<file path="config.mk">
export PLATFORM = sky130hd
export DESIGN_NAME = reg_file
export DESIGN_NICKNAME = d
export VERILOG_FILES = /design/src/rtl/reg_file.sv
export SDC_FILE = /design/constraint.sdc
export NUM_CORES = 2
export LEC_CHECK = 0
export BUFFER_PORTS_ARGS = -buffer_cell sky130_fd_sc_hd__buf_2
export CORE_UTILIZATION = 50
export DETAILED_ROUTE_END_ITERATION = 10
export MAX_ROUTING_LAYER = met4
export PLACE_DENSITY = 0.78
export SYNTH_ARGS = -nofsm -noshare
export SYNTH_HDL_FRONTEND = slang
export SYNTH_SLANG_ARGS = --single-unit
</file>
<file path="constraint.sdc">
create_clock -name clk -period 36.4 [get_ports clk]
set_input_delay 1.82 -clock clk [delete_from_list [all_inputs] [get_ports clk]]
set_output_delay 1.82 -clock clk [all_outputs]
set_load 0.01 [all_outputs]
</file>
<file path="src/rtl/reg_file.sv">
// 32 x 32 integer register file: two combinational read ports, one write port.
// Entry 0 reads as zero; a pending write bypasses to the read ports.
module reg_file #(
  parameter int DATA_W = 32,
  parameter int ADDR_W = 5
) (
  input  logic              clk,
  input  logic              rst,
  input  logic [ADDR_W-1:0] read_num1,
  output logic [DATA_W-1:0] read_res1,
  input  logic [ADDR_W-1:0] read_num2,
  output logic [DATA_W-1:0] read_res2,
  input  logic              write_en,
  input  logic [ADDR_W-1:0] write_num,
  input  logic [DATA_W-1:0] write_res
);

  localparam int DEPTH = 2 ** ADDR_W;

  logic [DATA_W-1:0] regs [DEPTH];
  logic              wr_go;
  logic              byp1;
  logic              byp2;

  assign wr_go = write_en && (write_num != '0);

  // Slot 0 is cleared on reset and never written, so it folds to constant zero.
  always_ff @(posedge clk or posedge rst) begin
    if (rst) begin
      for (int i = 0; i < DEPTH; i++) begin
        regs[i] <= '0;
      end
    end else if (wr_go) begin
      regs[write_num] <= write_res;
    end
  end

  assign byp1 = write_en && !rst && (write_num == read_num1);
  assign byp2 = write_en && !rst && (write_num == read_num2);

  always_comb begin
    read_res1 = regs[read_num1];
    if (read_num1 == '0) begin
      read_res1 = '0;
    end else if (byp1) begin
      read_res1 = write_res;
    end
  end

  always_comb begin
    read_res2 = regs[read_num2];
    if (read_num2 == '0) begin
      read_res2 = '0;
    end else if (byp2) begin
      read_res2 = write_res;
    end
  end

endmodule

</file>
==> key figures <==
Placed design
  • Placed instance area: 0.0565 mm2
  • DP Worst Slack: 28,660 ps
  • Placed Cells incl. Taps: 5,062
  • Port Buffer Count: 113
  • Routability congestion estimate: 0.873
  • HPWL after DPL: 96,700 um

Layout
  • Layout cells sized above 1: 0.484
  • Fillcell total: 8,587
  • Design Area, Final: 0.0600 mm2
  • Largest Register: regs
  • Final net count: 3,741
  • FF/Latch Area: 0.0256 mm2
  • Max reg flops: 1,024
  • Commonest cells after routing, fill and taps aside: dfrtp_1 (1,024), mux2_2 (1,005), mux4_2 (403)
  • Multi-input gate area: 0.0277 mm2
  • Most common cell after layout, fill and taps aside: dfrtp_1
  • Final cell count without fillers: 5,260
  • Regs by FF count: regs x1024
  • Area growth syn-to-layout: 8.05%

Yosys
  • Flops & latches, synth: 1,024
  • Largest family of logic cells by synthesized area: multiplexers
  • Post-synthesis mux area share: 0.413
  • Cells after Synth: 3,830
  • Synth cell types: 61
  • Post-synthesis sequential area ratio: 0.462
  • Net Count, Synth: 3,880
  • Post-synthesis simple-gate area fraction: 0.0243
  • Adder-cell share of the synthesized area: 0
  • Post-synth EDFFs: 0
  • Yosys Warn Count: 0
  • Async SR Flop Fraction: 1.00
  • Synth Area in Compound Gates: 0.0571
  • Synth top area share: 0.462
  • Xor and xnor fraction of the mapped netlist area: 0.00158
  • Post-synth top area cell: dfrtp_1
  • Prevailing post-synth register cell: dfrtp_1
  • Leading post-synthesis cells by cell area: dfrtp_1 (46%), mux2_2 (20%), mux4_2 (16%), mux2i_1 (3.1%), mux2_1 (1.4%)
  • Syn Area/Cell: 14.5 um2
  • Post-synth design cell area: 0.0555 mm2

STA
  • Highest clock rate: 128 MHz
  • # setup viols final: 0
  • Final Cycle Share: 0.215
  • Worst hold slack: 398 ps
  • RSZ-0062 raised after global routing: false
  • Fin. Hold Viols: 0
  • Clock skew: 0 ps
  • Setup TNS: 0 ps
  • Worst-margin pin slew: 1300 ps
  • Crit path time final: 7840 ps
  • Max_slew headroom: 0.132
  • Final Slew Violations: 0
  • Final setup margin: 28,560 ps

Hold path
  • Hold path start: regs[1022]
  • HP Class: register to register
  • Hold path depth: 0
  • Hold Crit Endpoint: regs[1022]

Setup path
  • CP max-delay cell: nor2_2
  • CP Class: input pin to output pin
  • Worst path required time: 34,580 ps
  • CP startpoint kind: input pin
  • Critical Path, Cell by Cell: buf_6, xor2_1, nor3_1, nand3_2, nor2_2, a221o_1, buf_2
  • Flop2flop setup slack: 35,570 ps
  • Register-to-Register Path Depth: 1
  • Kind of cell adding the most delay to the critical path: simple AND/OR/NAND/NOR gates
  • Worst setup EP type: output pin
  • Worst reg2reg startpoint: regs[614]
  • CP max stage delay: 1240 ps
  • CP max FO: 64
  • Number of buffers and inverters on the critical path: 2
  • Worst r2r dst: regs[614]
  • Arr. time, crit path: 6020 ps

Pwr
  • LEAKAGE: 25.9 nW
  • Peak supply drop: 0.0345 mV
  • Power per Cell Area: 55.0 mW/mm2

GRT
  • Initial antenna violation count: 9
  • Global-route wire length before repair: 255,000 um
  • Aggregate global-route resource usage: 0.317
  • Vias in the first global route: 37,800
  • Total gr overflow: 0
  • Pin count of the biggest net entering global routing: 173

Floorplanning
  • Rows: 121
  • Die area: 0.112 mm2
  • I/O Pins: 114
  • Initial Util: 0.507
  • Die width: 335 um
  • Die height: 335 um
  • CORE AREA: 0.109 mm2

Drt
  • DRT Pass-1 Iters: 6
  • DRT iter0 DRCs: 4,950
  • Vias post-DR: 37,200
  • Routed WL: 172,000 um
  • Avg WL per Cell: 32.8 um
  • DR vias/cell: 7.07
  • Antenna Nets Post-Route: 0
  • DRC viols: 0

Clocking
  • CTS root buf: clkbuf_16
  • Clk sinks: 1,024
  • Post-CTS setup buffers: 0
  • CTS tree: yes
  • Worst-Skew Late Latency: 680 ps
  • H-tree levels: 3
  • CTS Buffer Depth: 3
  • CTS buffer count: 103
  • CTS resizes: 0
  • # hold bufs at CTS: 0
  • Clock-pin slew on the worst setup and hold paths: 60 ps

Run
  • Max-cap viol count: 0

Run status
  • Run status: complete, no violations
[power by group]
part           internal [mW]  switching, mW  leakage [nW]
logic                  0.390          0.283          11.1
clock network          0.637          0.468          1.72
registers               1.35          0.162          13.1
total                   2.38          0.913          25.9
[logic make-up (layout without fill, tap and decap cells)]
family / Yosys count / in the layout
compound gates: 450 / 450
xor+xnor: 10 / 10
buf+inv: 444 / 387
flops: 1024 / 1024
mux: 1651 / 1651
other cells: 0 / 11
simple gates: 251 / 251
[routing by layer]
metal | GRT usage | vias up | share of wire
met5 | - | - | 0
li1 | - | 14600 | -
met4 | 0.163 | 0 | 0.056
met1 | 0.405 | 19700 | 0.37
met2 | 0.475 | 2414 | 0.46
met3 | 0.0736 | 568 | 0.11
[final cells by class]
cell class	instances	area share
sequential	1024	0.427
clock buffer	140	0.0485
tap	1476	0.0308
antenna	11	0.000459
clock inverter	47	0.00908
inverter	4	0.000376
multi-input combinational	2362	0.462
timing repair buffer	196	0.0216
[through the flow]
stage	util	total power, mW
CTS	0.548	3.29
global placement	0.516	2.15
floorplan	-	2.01
detailed placement	0.516	2.19
global route	0.548	3.41
finish	0.548	3.30
[worst max-delay path by stage]
| stage | start | slack, ps | to | cells past startpoint |
|---|---|---|---|---|
| floorplan | rst | 5740 | regs[0] | 1 |
| CTS | read_num1[0] | 28640 | read_res1[7] | 9 |
| finish | read_num2[1] | 28560 | read_res2[31] | 7 |
| global route | read_num1[0] | 28400 | read_res1[7] | 9 |
| detailed placement | read_num1[0] | 28660 | read_res1[7] | 9 |
| global placement | read_num1[0] | 28680 | read_res1[7] | 9 |
[cells in the mapped netlist, drive strengths merged, types with 10 or more instances]
master / n
a221oi: 25
mux2i: 173
buf: 252
o22a: 23
mux4: 403
o22ai: 103
and3: 13
a211oi: 26
nor3: 21
dfrtp: 1024
nor2: 54
a221o: 24
mux2: 1075
o211ai: 24
o21ai: 56
nand2: 49
a2111oi: 12
clkbuf: 188
o2bb2ai: 10
a22oi: 72
nand3: 23
a21oi: 51
nor2b: 20
nand3b: 21
Note: power is estimated with default switching activity, not from simulation.
